### config.mk
export PLATFORM = sky130hd
export DESIGN_NAME = spike_weight_network
export DESIGN_NICKNAME = d
export VERILOG_FILES = /design/src/rtl/spike_weight_network.sv
export SDC_FILE = /design/constraint.sdc
export NUM_CORES = 1
export LEC_CHECK = 0
export BUFFER_PORTS_ARGS = -buffer_cell sky130_fd_sc_hd__buf_2
export CAP_MARGIN = 25
export CORE_MARGIN = 1
export CORE_UTILIZATION = 30
export DETAILED_ROUTE_END_ITERATION = 8
export PLACE_DENSITY_LB_ADDON = 0.25
export REMOVE_ABC_BUFFERS = 1
export SLEW_MARGIN = 20
export SYNTH_ARGS = -nofsm -noshare
export SYNTH_HDL_FRONTEND = slang
export SYNTH_SLANG_ARGS = --single-unit
### constraint.sdc
create_clock -name clk -period 7.85 [get_ports clk]
set_input_delay 1.1775 -clock clk [delete_from_list [all_inputs] [get_ports clk]]
set_output_delay 1.1775 -clock clk [all_outputs]
set_load 0.02 [all_outputs]
### src/rtl/spike_weight_network.sv
// rtl/spike_weight_network.sv - tick-paced weighted rate-divider synapses feeding an integrate-and-fire neuron
module spike_weight_network #(
    parameter int WIDTH     = 8,
    parameter int HEIGHT    = 7,
    parameter bit [HEIGHT-1:0][WIDTH:0] WEIGHTS =
        {9'd60, 9'd60, 9'd60, 9'd260, 9'd260, 9'd260, 9'd260},
    parameter int THRESHOLD = 4
) (
    input  logic              clk,
    input  logic              rst,
    input  logic [HEIGHT-1:0] pixels,
    output logic              neuron_out
);

    localparam int CNT_W = (HEIGHT > 1) ? $clog2(HEIGHT) : 1;
    localparam int ACC_W = $clog2(THRESHOLD + HEIGHT) + 1;
    localparam int SUM_W = ACC_W + 1;
    localparam logic signed [SUM_W-1:0] ONE      = SUM_W'(1);
    localparam logic signed [SUM_W-1:0] THRESH_S = SUM_W'(THRESHOLD);

    logic [CNT_W-1:0]              tick_cnt_q, tick_cnt_d;
    logic                          tick;
    logic [HEIGHT-1:0][WIDTH-1:0]  syn_cnt_q, syn_cnt_d;
    logic [HEIGHT-1:0]             fire;
    logic [HEIGHT-1:0]             pos_q, pos_d;
    logic [ACC_W-1:0]              acc_q, acc_d;
    logic                          neuron_out_q, neuron_out_d;
    logic signed [SUM_W-1:0]       net, acc_sum;

    always_comb begin
        tick       = (tick_cnt_q == CNT_W'(HEIGHT - 1));
        tick_cnt_d = tick ? '0 : tick_cnt_q + CNT_W'(1);
    end

    // Each synapse divides its pixel's tick rate by its weight magnitude; a zero
    // magnitude disables the channel instead of underflowing the match value.
    always_comb begin
        syn_cnt_d = syn_cnt_q;
        fire      = '0;
        pos_d     = pos_q;
        net       = '0;
        for (int i = 0; i < HEIGHT; i++) begin
            if (tick && pixels[i] && (WEIGHTS[i][WIDTH-1:0] != '0)) begin
                if (syn_cnt_q[i] == WEIGHTS[i][WIDTH-1:0] - WIDTH'(1)) begin
                    fire[i]      = 1'b1;
                    syn_cnt_d[i] = '0;
                end else begin
                    syn_cnt_d[i] = syn_cnt_q[i] + WIDTH'(1);
                end
            end
            if (tick) begin
                pos_d[i] = fire[i] & ~WEIGHTS[i][WIDTH];
            end
            if (pos_q[i]) begin
                net = net + ONE;
            end
            if (fire[i] && WEIGHTS[i][WIDTH]) begin
                net = net - ONE;
            end
        end
    end

    always_comb begin
        acc_sum      = $signed({1'b0, acc_q}) + net;
        acc_d        = acc_q;
        neuron_out_d = 1'b0;
        if (tick) begin
            if (acc_sum[SUM_W-1]) begin
                acc_d = '0;
            end else if (acc_sum >= THRESH_S) begin
                acc_d        = '0;
                neuron_out_d = 1'b1;
            end else begin
                acc_d = acc_sum[ACC_W-1:0];
            end
        end
    end

    always_ff @(posedge clk or posedge rst) begin
        if (rst) begin
            tick_cnt_q   <= '0;
            syn_cnt_q    <= '0;
            pos_q        <= '0;
            acc_q        <= '0;
            neuron_out_q <= 1'b0;
        end else begin
            tick_cnt_q   <= tick_cnt_d;
            syn_cnt_q    <= syn_cnt_d;
            pos_q        <= pos_d;
            acc_q        <= acc_d;
            neuron_out_q <= neuron_out_d;
        end
    end

    assign neuron_out = neuron_out_q;

endmodule

# Word level (Yosys, flattened, before mapping)
# Index checks and enable logic that the tools add are counted.
# word_totals
inputBits,9
out_inout_bits,1
wordCells,76
regBits,68
# op_classes
muxes,34
n_eq_ne,8
reduce_logical,7
order_cmp,1
addsub,15
# ops
op,count
$add A8 B1 Y8 const B,7
$mux W8,7
$mux W6,7
$eq A8 B2 Y1 const B,4
$eq A8 B6 Y1 const B,3
$add A6 B2 Y6 const B,3
$sub A6 B2 Y6 const B,3
$mux W1,17
$mux W5,2
$logic_and A1 B1 Y1,7
$add A6 B6 Y6,1
$ge A6 B4 Y1 const B,1
$add A3 B1 Y3 const B,1
$eq A3 B3 Y1 const B,1
$mux W3,1

# Logic depth before layout (Yosys ltp)
# Gate-level depths: netlist of the first run.
# depth
ltp_word,21
depth_mapped,30
mapped_depth_nobuf,29

# Worst setup path after synthesis of the first run
# No wires, ideal clock.
# synth_path
path_type,register to register
from,register syn_cnt_q[0] (netlist bit)
to,register acc_q[0]
n_path_buf,0
stages_incl_launch_ff,25
setup_ns,0.077
t_arrival_ns,5.616
path_slack_ns,2.158
period_less_slack_ns,5.692
t_required_ns,7.773
cell_sequence,dfrtp_1 -> ha_1 -> or4b_2 -> nor4_1 -> nand2_1 -> inv_1 -> fa_1 -> inv_1 -> xnor2_1 -> ha_1 -> nand2b_1 -> o21ai_0 -> inv_1 -> ha_1 -> nand2_1 -> o21ai_0 -> ha_1 -> mux2_2 -> ha_1 -> a21o_1 -> a21oi_1 -> xnor2_1 -> a2111oi_0 -> nand3_1 -> o21ai_1
# synth_between
elab_chain_len,20
# synth_lines
element,line,rtl
start: declaration,23,"logic [HEIGHT-1:0][WIDTH-1:0] syn_cnt_q, syn_cnt_d;"
start signal: assignment,88,syn_cnt_q <= syn_cnt_d;
$eq A8 B2 Y1 *,44,if (syn_cnt_q[i] == WEIGHTS[i][WIDTH-1:0] - WIDTH'(1)) begin
$mux W1 *,44,
$mux W1 *,43,if (tick && pixels[i] && (WEIGHTS[i][WIDTH-1:0] != '0)) begin
$mux W6 *,57,if (fire[i] && WEIGHTS[i][WIDTH]) begin
$sub A6 B2 Y6,58,net = net - ONE;
$mux W6 *,57,
$sub A6 B2 Y6,58,
$mux W6 *,57,
(+4 left out),n/a,
$add A6 B2 Y6,55,net = net + ONE;
$mux W6 *,54,if (pos_q[i]) begin
$add A6 B2 Y6,55,
$mux W6 *,54,
$add A6 B6 Y6 *,64,"acc_sum = $signed({1'b0, acc_q}) + net;"
$ge A6 B4 Y1,70,end else if (acc_sum >= THRESH_S) begin
$mux W5,70,
$mux W5 *,68,if (acc_sum[SUM_W-1]) begin
end signal: assignment,84,acc_q <= '0;
end signal: assignment,90,acc_q <= acc_d;
end: declaration,26,"logic [ACC_W-1:0] acc_q, acc_d;"
# Every way passes the cells marked *; elsewhere a longest branch is shown, timed or not.
# A chain may end at the register's enable or synchronous reset.

# Worst setup path in the final report of the first run
# layout_path
from,register syn_cnt_q[8] (netlist bit)
to,register acc_q[1]
# layout_between
elab_chain_len,18
# layout_lines
element,line
$eq A8 B2 Y1 *,44
$mux W1 *,44
$mux W1 *,43
$mux W6 *,57
$sub A6 B2 Y6,58
$mux W6 *,57
$sub A6 B2 Y6,58
$mux W6 *,57
(+2 left out),n/a
$add A6 B2 Y6,55
$mux W6 *,54
$add A6 B2 Y6,55
$mux W6 *,54
$add A6 B6 Y6 *,64
$ge A6 B4 Y1,70
$mux W5,70
$mux W5 *,68
# Marked as above.

==> flow_metrics.env, run 1 <==
export IMPL_worst_pin_slew_ps=854
export IMPL_p_sw_w=0.000241
export IMPL_worstReg2RegStart="syn_cnt_q[8]"
export IMPL_r2r_slack_ps=1310
export IMPL_setup_viol=0
export IMPL_antenna_found_initial=0
export IMPL_clock_sinks=68
export IMPL_grt_ovfl_total=0
export IMPL_p_per_area_mw_per_mm2=218
export IMPL_synth_warnings=0
export IMPL_clkTransAtPathRegs_ps=60
export IMPL_fp_dieW_um=116
export IMPL_reg2reg_depth=29
export IMPL_gp_congestion=0.818
export IMPL_grt_pass1_vias=2648
export IMPL_drive_above_1_share=0.114
export IMPL_hp_class="reg -> reg"
export IMPL_io_buffer_count=9
export IMPL_crit_path_max_incr_delay_ps=660
export IMPL_yosys_top_cells_count="68 x dfrtp_1, 36 x nand3_1, 34 x nor2_1"
export IMPL_crit_path_start_kind="flop"
export IMPL_finalSetupTns_ps=0
export IMPL_yosysMostFrequentCell="dfrtp_1"
export IMPL_end_kind="flop"
export IMPL_num_vias=2752
export IMPL_path_class="reg -> reg"
export IMPL_die_h_um=116
export IMPL_fmax_mhz=153
export IMPL_avgSynthCellArea_um2=10.0
export IMPL_rsz0062_at_grt="no"
export IMPL_required_ps=8100
export IMPL_wl_per_cell_um=12.3
export IMPL_clk_latency_ps=330
export IMPL_yosysTopAreaCellShare=0.439
export IMPL_drt_initial_drc_count=110
export IMPL_cp_arrival_ps=6790
export IMPL_synth_edf_count=0
export IMPL_fill_cells=1311
export IMPL_cts_setup_buffers=0
export IMPL_period_needed_ps=6540
export IMPL_core_area_mm2=0.0126
export IMPL_synth_distinct_cells=50
export IMPL_cts_buffers=9
export IMPL_reg2reg_to="acc_q[1]"
export IMPL_pwr_share_clk=0.433
export IMPL_hold_buffers=0
export IMPL_vdd_ir_drop_max_uv=129
export IMPL_power_w=0.000966
export IMPL_htreeDepth=3
export IMPL_cts_repair_resized=0
export IMPL_post_place_cells=562
export IMPL_area_delta_synth_final_pct=14.2
export IMPL_whs_ps=469
export IMPL_dr_wl_met3_um=223
export IMPL_num_rows=41
export IMPL_async_flop_share=1.00
export IMPL_hold_path_end="syn_cnt_q[47]"
export IMPL_clock_path_buffers=2
export IMPL_dr_pass1_iters=4
export IMPL_crit_slowest_cell="a2111oi_0"
export IMPL_yosysSeqAreaShare=0.439
export IMPL_viasPerCell=4.77
export IMPL_io_pins=10
export IMPL_seqCellArea_mm2=0.00170
export IMPL_die_area_mm2=0.0134
export IMPL_synthCells=387
export IMPL_wl_met2_mm=3.15
export IMPL_hold_viol_final=0
export IMPL_clock_skew_ps=6.13
export IMPL_nNetsFinal=433
export IMPL_max_slew_margin_rel=0.430
export IMPL_netlist_top_cell_by_area="dfrtp_1"
export IMPL_seq_power_share=0.461
export IMPL_synth_area_leaders="dfrtp_1 44%, ha_1 6.8%, xnor2_1 6.3%, xor2_1 4.7%, nand3_1 4.6%"
export IMPL_crit_path_frequent_cell="ha_1"
export IMPL_totalWireLength_mm=7.12
export IMPL_crit_fanout=5
export IMPL_place_ws_ps=1380
export IMPL_grt_max_degree=69
export IMPL_cts_tree="done"
export IMPL_worst_slack_ps=1310
export IMPL_syn_area_mm2=0.00388
export IMPL_ant_nets=0
export IMPL_top_layer="met4"
export IMPL_drv_slew=0
export IMPL_cts_root_buf="clkbuf_16"
export IMPL_dp_hpwl_mm=5.04
export IMPL_comb_power_share=0.106
export IMPL_hold_start="syn_cnt_q[47]"
export IMPL_grt_use_total=0.121
export IMPL_p_int_w=0.000725
export IMPL_ys_flop_type="dfrtp_1"
export IMPL_status="completed"
export IMPL_maxCapViolations=0
export IMPL_multi_input_area_mm2=0.00210
export IMPL_power_leakage_nw=2.09
export IMPL_finalCritPeriodShare=0.833
export IMPL_m1WireLength_mm=3.63
export IMPL_instances_no_fill=577
export IMPL_diodes=0
export IMPL_switching_share=0.249
export IMPL_initial_core_util=0.307
export IMPL_ys_seq_elements=68
export IMPL_grt_pass1_wl_mm=12.6
export IMPL_drc_errors=0
export IMPL_whs_path_depth=1
## flip-flops by register name (all words and copies together), names as in the netlist
signal and cells:
syn_cnt_q 56, tick_cnt_q 3, neuron_out 1, pos_q 3
acc_q 5
## cell usage in the layout (no fill, tap or decap), drive strengths merged, types with 2 or more instances in the layout
cell type,netlist,final
nor2b,3,3
o21ai,14,14
inv,9,9
or4b,2,2
o211a,2,2
buf,1,11
nand2b,3,3
nand4,6,6
and3,12,12
o31ai,2,2
a21o,8,8
xor2,21,21
bufinv,0,2
or4,2,2
nor2,34,34
a31oi,4,4
mux2,9,9
nand2,29,29
nor3,12,12
clkinv,1,3
a21oi,11,11
and2,10,10
ha,21,21
mux2i,4,4
xnor2,30,30
clkbuf,7,10
fa,2,2
nand3,36,36
a2111oi,3,3
nor4,6,6
dfrtp,68,68
## critical path, delay by kind of cell (launching register included)
kind,cells,cell delay [ps]
mux,2,640
flops,1,390
compound gates,9,1670
simple gates,8,1870
fa+ha+maj,6,1440
xor+xnor,1,140
buf+inv,3,330
## layout make-up
cell class                 instances  share of cell area
clock buffer                      10              0.0517
inverter                          10             0.00876
clock inverter                     5              0.0175
timing repair buffer              11              0.0136
tap                              172              0.0486
sequential                        68               0.384
multi-input combinational        301               0.475
## power groups by stage
stage / combinational [W] / sequential [W] / clock [W]
final: 0.000102 / 0.000445 / 0.000419
after global routing: 0.000123 / 0.000453 / 0.000450
after CTS: 0.000106 / 0.000445 / 0.000436
after detailed placement: 0.000105 / 0.000451 / 0
after global placement: 0.000100 / 0.000449 / 0
after floorplan: 0.0000806 / 0.000444 / 0
## worst max-delay path by stage
stage            startpoint       end  depth (start not counted)
2_1_floorplan  syn_cnt_q[0]  acc_q[0]                         24
6_report       syn_cnt_q[8]  acc_q[1]                         29
3_3_place_gp   syn_cnt_q[8]  acc_q[1]                         28
4_1_cts        syn_cnt_q[8]  acc_q[1]                         29
5_1_grt        syn_cnt_q[8]  acc_q[0]                         29
3_5_place_dp   syn_cnt_q[8]  acc_q[1]                         29
## metrics by stage
stage,cell area [um2],utilization
global placement,4120,0.326
CTS,4430,0.351
finish,4430,0.351
floorplan,3840,-
detailed placement,4120,0.326
global route,4430,0.351
## per-layer routing
layer | GRT usage | up-vias
met3 | 0.0329 | 8
met5 | 0 | -
li1 | - | 1391
met2 | 0.178 | 32
met4 | 0.0547 | 0
met1 | 0.165 | 1321
## cell families (layout without fill, tap and decap cells)
kind of cell | Yosys count | count (layout) | share of synthesized area
mux | 13 | 13 | 0.0365
xor+xnor | 51 | 51 | 0.119
flops | 68 | 68 | 0.439
fa+ha+maj | 23 | 23 | 0.0781
buf+inv | 18 | 36 | 0.0181
compound gates | 51 | 51 | 0.0910
simple gates | 163 | 163 | 0.218
(Power assumes the default switching activity.)
==> inputs of run 2 (changes only) <==
==> constraint.sdc (replaced) <==
create_clock -name clk -period 5.4 [get_ports clk]
set_input_delay 0.81 -clock clk [delete_from_list [all_inputs] [get_ports clk]]
set_output_delay 0.81 -clock clk [all_outputs]
set_load 0.02 [all_outputs]
==> run 2 against run 1 <==
Net effect: sequential power increased by 45%; sequential share of layout area is 4.2 points lower; cell count increased by 8.3%; critical path depth is the same; setup slack worse by 1200 ps; count of clock-buffer cells in the layout is 3 higher; critical endpoint unchanged; largest power group unchanged.
==> flow_metrics.env, run 2 (same netlist as run 1, synthesis figures left out) <==
export IMPL_end_kind="flop"
export IMPL_maxCapViolations=0
export IMPL_num_rows=41
export IMPL_placed_area_mm2=0.00442
export IMPL_totalWireLength_mm=7.93
export IMPL_cts_tree="done"
export IMPL_pwr_share_clk=0.405
export IMPL_status="completed"
export IMPL_regMostFlops="syn_cnt_q"
export IMPL_layout_common_cells="68 x dfrtp_1, 47 x buf_4, 34 x nand3_1"
export IMPL_clock_path_buffers=2
export IMPL_final_cell_area_mm2=0.00497
export IMPL_period_needed_ps=5260
export IMPL_initial_core_util=0.307
export IMPL_num_vias=2983
export IMPL_antenna_found_initial=0
export IMPL_clkTransAtPathRegs_ps=50
export IMPL_hold_buffers=0
export IMPL_power_w=0.00140
export IMPL_crit_path_max_incr_delay_ps=480
export IMPL_p_int_w=0.00102
export IMPL_drive_above_1_share=0.283
export IMPL_die_h_um=116
export IMPL_io_pins=10
export IMPL_clock_skew_ps=5.82
export IMPL_die_area_mm2=0.0134
export IMPL_drc_errors=0
export IMPL_core_area_mm2=0.0126
export IMPL_crit_fanout=5
export IMPL_cp_arrival_ps=5520
export IMPL_hp_class="in -> async"
export IMPL_clock_sinks=68
export IMPL_largest_reg_flops=56
export IMPL_io_buffer_count=9
export IMPL_htreeDepth=3
export IMPL_grt_pass1_wl_mm=13.6
export IMPL_fp_dieW_um=116
export IMPL_power_leakage_nw=2.35
export IMPL_ant_nets=0
export IMPL_reg_top3="syn_cnt_q: 56 flops, acc_q: 5 flops"
export IMPL_drv_slew=0
export IMPL_layout_commonest_cell="dfrtp_1"
export IMPL_cts_buffers=9
export IMPL_viasPerCell=4.77
export IMPL_finalCritPeriodShare=0.975
export IMPL_path_class="reg -> reg"
export IMPL_dr_pass1_iters=5
export IMPL_hold_viol_final=0
export IMPL_grt_ovfl_total=0
export IMPL_crit_path_frequent_cell="o21ai_1"
export IMPL_grt_max_degree=63
export IMPL_worst_pin_slew_ps=803
export IMPL_crit_slowest_cell="or4b_4"
export IMPL_p_per_area_mw_per_mm2=281
export IMPL_setup_viol=0
export IMPL_area_delta_synth_final_pct=28.3
export IMPL_comb_power_share=0.132
export IMPL_grt_pass1_vias=2979
export IMPL_max_slew_margin_rel=0.465
export IMPL_dp_hpwl_mm=5.50
export IMPL_drt_initial_drc_count=104
export IMPL_vdd_ir_drop_max_uv=160
export IMPL_wl_per_cell_um=12.7
export IMPL_required_ps=5650
export IMPL_cts_root_buf="clkbuf_16"
export IMPL_post_place_cells=602
export IMPL_crit_path_start_kind="flop"
export IMPL_clk_latency_ps=330
export IMPL_nNetsFinal=480
export IMPL_fmax_mhz=190
export IMPL_diodes=0
export IMPL_rsz0062_at_grt="yes"
export IMPL_grt_use_total=0.132
export IMPL_gp_congestion=0.816
export IMPL_fill_cells=1291
export IMPL_seq_power_share=0.463
export IMPL_switching_share=0.267
export IMPL_instances_no_fill=625
export IMPL_finalSetupTns_ps=0
export IMPL_p_sw_w=0.000373
run 2: cell types whose count changed in the layout (fill, tap and decap cells not counted), moves of 5 or more:
cell	change
buf_4	+45
ha_1	-5
inv_1	-5
inv_2	+5
o21ai_0	-6
run 2: final timing paths:
path | startpoint | to | slack (ps) | depth (start not counted)
worst min-delay path | rst | syn_cnt_q[1] | 350 | 2
worst max register to register | syn_cnt_q[9] | acc_q[1] | 140 | 29
max in group asynchronous | rst | syn_cnt_q[27] | 4040 | 3
worst max-delay path | syn_cnt_q[9] | acc_q[1] | 140 | 29
worst min register to register | syn_cnt_q[47] | syn_cnt_q[47] | 470 | 1
min in group clk | syn_cnt_q[47] | syn_cnt_q[47] | 470 | 1
run 2: per-layer routing:
layer / up-vias / track usage / routed length [um]
li1: 1485 / - / -
met1: 1435 / 0.166 / 3760
met2: 51 / 0.215 / 3790
met3: 12 / 0.0235 / 218
met4: 0 / 0.0709 / 163
met5: - / 0 / 0
run 2: cell type report:
class | instances | area [um2] | share of cell area
multi-input cells | 301 | 2310 | 0.464
flip-flops and latches | 68 | 1700 | 0.342
repair buffers | 58 | 420 | 0.0845
clock buffers | 13 | 270 | 0.0543
well taps | 172 | 215 | 0.0433
inverters | 10 | 38.8 | 0.00780
clock inverters | 3 | 20.0 | 0.00403
run 2: power by group through the flow:
stage / Clock [W] / Combinational [W] / Sequential (W)
after floorplan: 0 / 0.000117 / 0.000646
after global placement: 0 / 0.000169 / 0.000649
after detailed placement: 0 / 0.000179 / 0.000651
after CTS: 0.000585 / 0.000187 / 0.000645
after global routing: 0.000607 / 0.000215 / 0.000655
final: 0.000567 / 0.000184 / 0.000647
run 2: worst max-delay path: cells and delay by family, from the launching register on:
| family | cells | cell delay [ps] |
|---|---|---|
| adder cells (fa/ha/maj) | 6 | 1620 |
| AND/OR/NAND/NOR | 8 | 1270 |
| AO/OA/AOI/OAI | 9 | 1170 |
| buffers and inverters | 4 | 440 |
| flip-flops | 1 | 360 |
| XOR/XNOR | 2 | 320 |
run 2: repair_timing:
action	in CTS	in global routing
resized for setup	26	25
setup endpoints to repair	3	3
pin swaps	16	22
setup buffers	3	5
gates cloned	0	0
run 2: through the flow:
step / hold slack, ps / setup WS [ps] / util
final: 349 / 136 / 0.394
after global routing: 354 / -117 / 0.394
after CTS: 340 / 3.55 / 0.384
after detailed placement: 458 / -235 / 0.350
after global placement: 462 / -181 / 0.350
after floorplan: 437 / -300 / -
==> inputs of run 3 (changes only) <==
==> constraint.sdc (replaced) <==
create_clock -name clk -period 5.06 [get_ports clk]
set_input_delay 0.759 -clock clk [delete_from_list [all_inputs] [get_ports clk]]
set_output_delay 0.759 -clock clk [all_outputs]
set_load 0.02 [all_outputs]
==> run 3 against run 2 <==
Net effect: the run now ends with setup timing left; die area unchanged; via count rose by 1.1%; count of clock-buffer cells in the layout decreased by 1; power up 14%; highest routed layer unchanged; maximum frequency rose by 2.7%; first-iteration DRC count is 13% higher.
==> flow_metrics.env, run 3 (same netlist as run 1, synthesis figures left out) <==
export IMPL_layout_common_cells="74 x buf_4, 68 x dfrtp_1, 34 x nand3_1, 34 x nor2_1, 27 x xnor2_1"
export IMPL_crit_fanout=5
export IMPL_htreeDepth=3
export IMPL_gp_congestion=0.819
export IMPL_dr_wl_met3_um=259
export IMPL_crit_slowest_cell="or4b_4"
export IMPL_worst_slack_ps=-66.3
export IMPL_dp_hpwl_mm=5.55
export IMPL_comb_power_share=0.133
export IMPL_dr_pass1_iters=4
export IMPL_num_rows=41
export IMPL_rsz0062_at_grt="yes"
export IMPL_drc_errors=0
export IMPL_antenna_found_initial=0
export IMPL_instances_no_fill=651
export IMPL_reg_top3="syn_cnt_q: 56 flops, acc_q: 5 flops"
export IMPL_clkTransAtPathRegs_ps=50
export IMPL_p_int_w=0.00120
export IMPL_area_delta_synth_final_pct=34.0
export IMPL_post_place_cells=621
export IMPL_m1WireLength_mm=3.75
export IMPL_fill_cells=1267
export IMPL_ant_nets=0
export IMPL_cp_arrival_ps=5390
export IMPL_path_class="reg -> reg"
export IMPL_cts_root_buf="clkbuf_16"
export IMPL_maxCapViolations=0
export IMPL_crit_path_start_kind="flop"
export IMPL_hold_buffers=0
export IMPL_p_sw_w=0.000391
export IMPL_nNetsFinal=506
export IMPL_setup_viol=2
export IMPL_wl_met2_mm=3.69
export IMPL_vdd_ir_drop_max_uv=171
export IMPL_wl_per_cell_um=12.0
export IMPL_required_ps=5320
export IMPL_grt_ovfl_total=0
export IMPL_end_kind="flop"
export IMPL_drive_above_1_share=0.309
export IMPL_p_per_area_mw_per_mm2=307
export IMPL_diodes=0
export IMPL_grt_max_degree=69
export IMPL_viasPerCell=4.63
export IMPL_io_buffer_count=9
export IMPL_pwr_share_clk=0.435
export IMPL_io_pins=10
export IMPL_clock_sinks=68
export IMPL_largest_reg_flops=56
export IMPL_clk_latency_ps=330
export IMPL_num_vias=3016
export IMPL_finalSetupTns_ps=-129
export IMPL_hp_class="reg -> reg"
export IMPL_drv_slew=0
export IMPL_drt_initial_drc_count=117
export IMPL_grt_pass1_wl_mm=14.1
export IMPL_fmax_mhz=195
export IMPL_grt_pass1_vias=3079
export IMPL_status="finished, violations left"
export IMPL_die_h_um=116
export IMPL_clock_path_buffers=2
export IMPL_power_leakage_nw=2.51
export IMPL_fp_dieW_um=116
export IMPL_grt_use_total=0.134
export IMPL_cts_buffers=9
export IMPL_top_layer="met4"
export IMPL_worst_pin_slew_ps=857
export IMPL_totalWireLength_mm=7.83
export IMPL_period_needed_ps=5130
export IMPL_max_slew_margin_rel=0.429
export IMPL_layout_commonest_cell="buf_4"
export IMPL_crit_path_max_incr_delay_ps=480
export IMPL_initial_core_util=0.307
export IMPL_die_area_mm2=0.0134
export IMPL_core_area_mm2=0.0126
export IMPL_hold_viol_final=0
export IMPL_regMostFlops="syn_cnt_q"
export IMPL_seq_power_share=0.431
export IMPL_finalCritPeriodShare=1.01
export IMPL_r2r_slack_ps=-70
export IMPL_clock_skew_ps=6.81
export IMPL_switching_share=0.245
export IMPL_violations="setup timing"
export IMPL_cts_tree="done"
run 3: cell count changes in the layout (fill, tap and decap cells not counted), sizes merged:
cell | before | now
buf | 58 | 84
bufinv | 0 | 2
clkinvlp | 2 | 0
clkbuf | 13 | 12
clkinv | 2 | 3
run 3: cell type report:
cell class,instances,area (um2),area share
timing repair buffer,84,612,0.118
clock inverter,4,70.1,0.0135
clock buffer,12,267,0.0513
multi-input combinational,301,2290,0.441
sequential,68,1700,0.328
tap,172,215,0.0414
inverter,10,38.8,0.00747
run 3: final timing paths:
kind,start,end,depth (start not counted)
setup / recovery,syn_cnt_q[8],acc_q[0],29
hold / removal,syn_cnt_q[47],syn_cnt_q[47],1
setup reg to reg,syn_cnt_q[8],acc_q[0],29
hold reg to reg,syn_cnt_q[47],syn_cnt_q[47],1
max in group asynchronous,rst,syn_cnt_q[24],3
min in group asynchronous,rst,syn_cnt_q[41],3
run 3: what timing repair did:
item,in CTS,in global routing
setup endpoints to repair,3,3
pin swaps,20,20
buffers inserted,10,4
gates resized for setup,32,12
run 3: worst max-delay path, delay by kind of cell, from the launching register on:
kind | cells | cell delay (ps)
AOI/OAI and AO/OA | 9 | 1150
xor gates and xnor gates | 2 | 260
adders and majority gates | 6 | 1650
buffers and inverters | 4 | 450
DFF | 1 | 360
and+or+nand+nor | 8 | 1210
run 3: per-stage QoR:
step           hold slack [ps]  area (um2)  total power [W]  setup slack [ps]   util
3_5_place_dp               455        4560         0.000895              -538  0.362
3_3_place_gp               459        4560         0.000884              -481  0.362
4_1_cts                    466        5090          0.00161              -132  0.403
2_1_floorplan              437        3840         0.000814              -640      -
6_report                   464        5190          0.00159             -66.3  0.411
5_1_grt                    473        5190          0.00169              -385  0.411
run 3: power groups by stage:
stage	logic, W	registers (W)	clock network [W]
2_1_floorplan	0.000125	0.000689	0
3_3_place_gp	0.000194	0.000690	0
3_5_place_dp	0.000202	0.000694	0
4_1_cts	0.000214	0.000688	0.000713
5_1_grt	0.000253	0.000701	0.000741
6_report	0.000213	0.000688	0.000694
run 3: metal layers:
| layer | vias to the layer above | track usage |
|---|---|---|
| met4 | 0 | 0.0538 |
| met5 | - | 0 |
| met2 | 41 | 0.221 |
| met1 | 1425 | 0.170 |
| met3 | 12 | 0.0314 |
| li1 | 1538 | - |
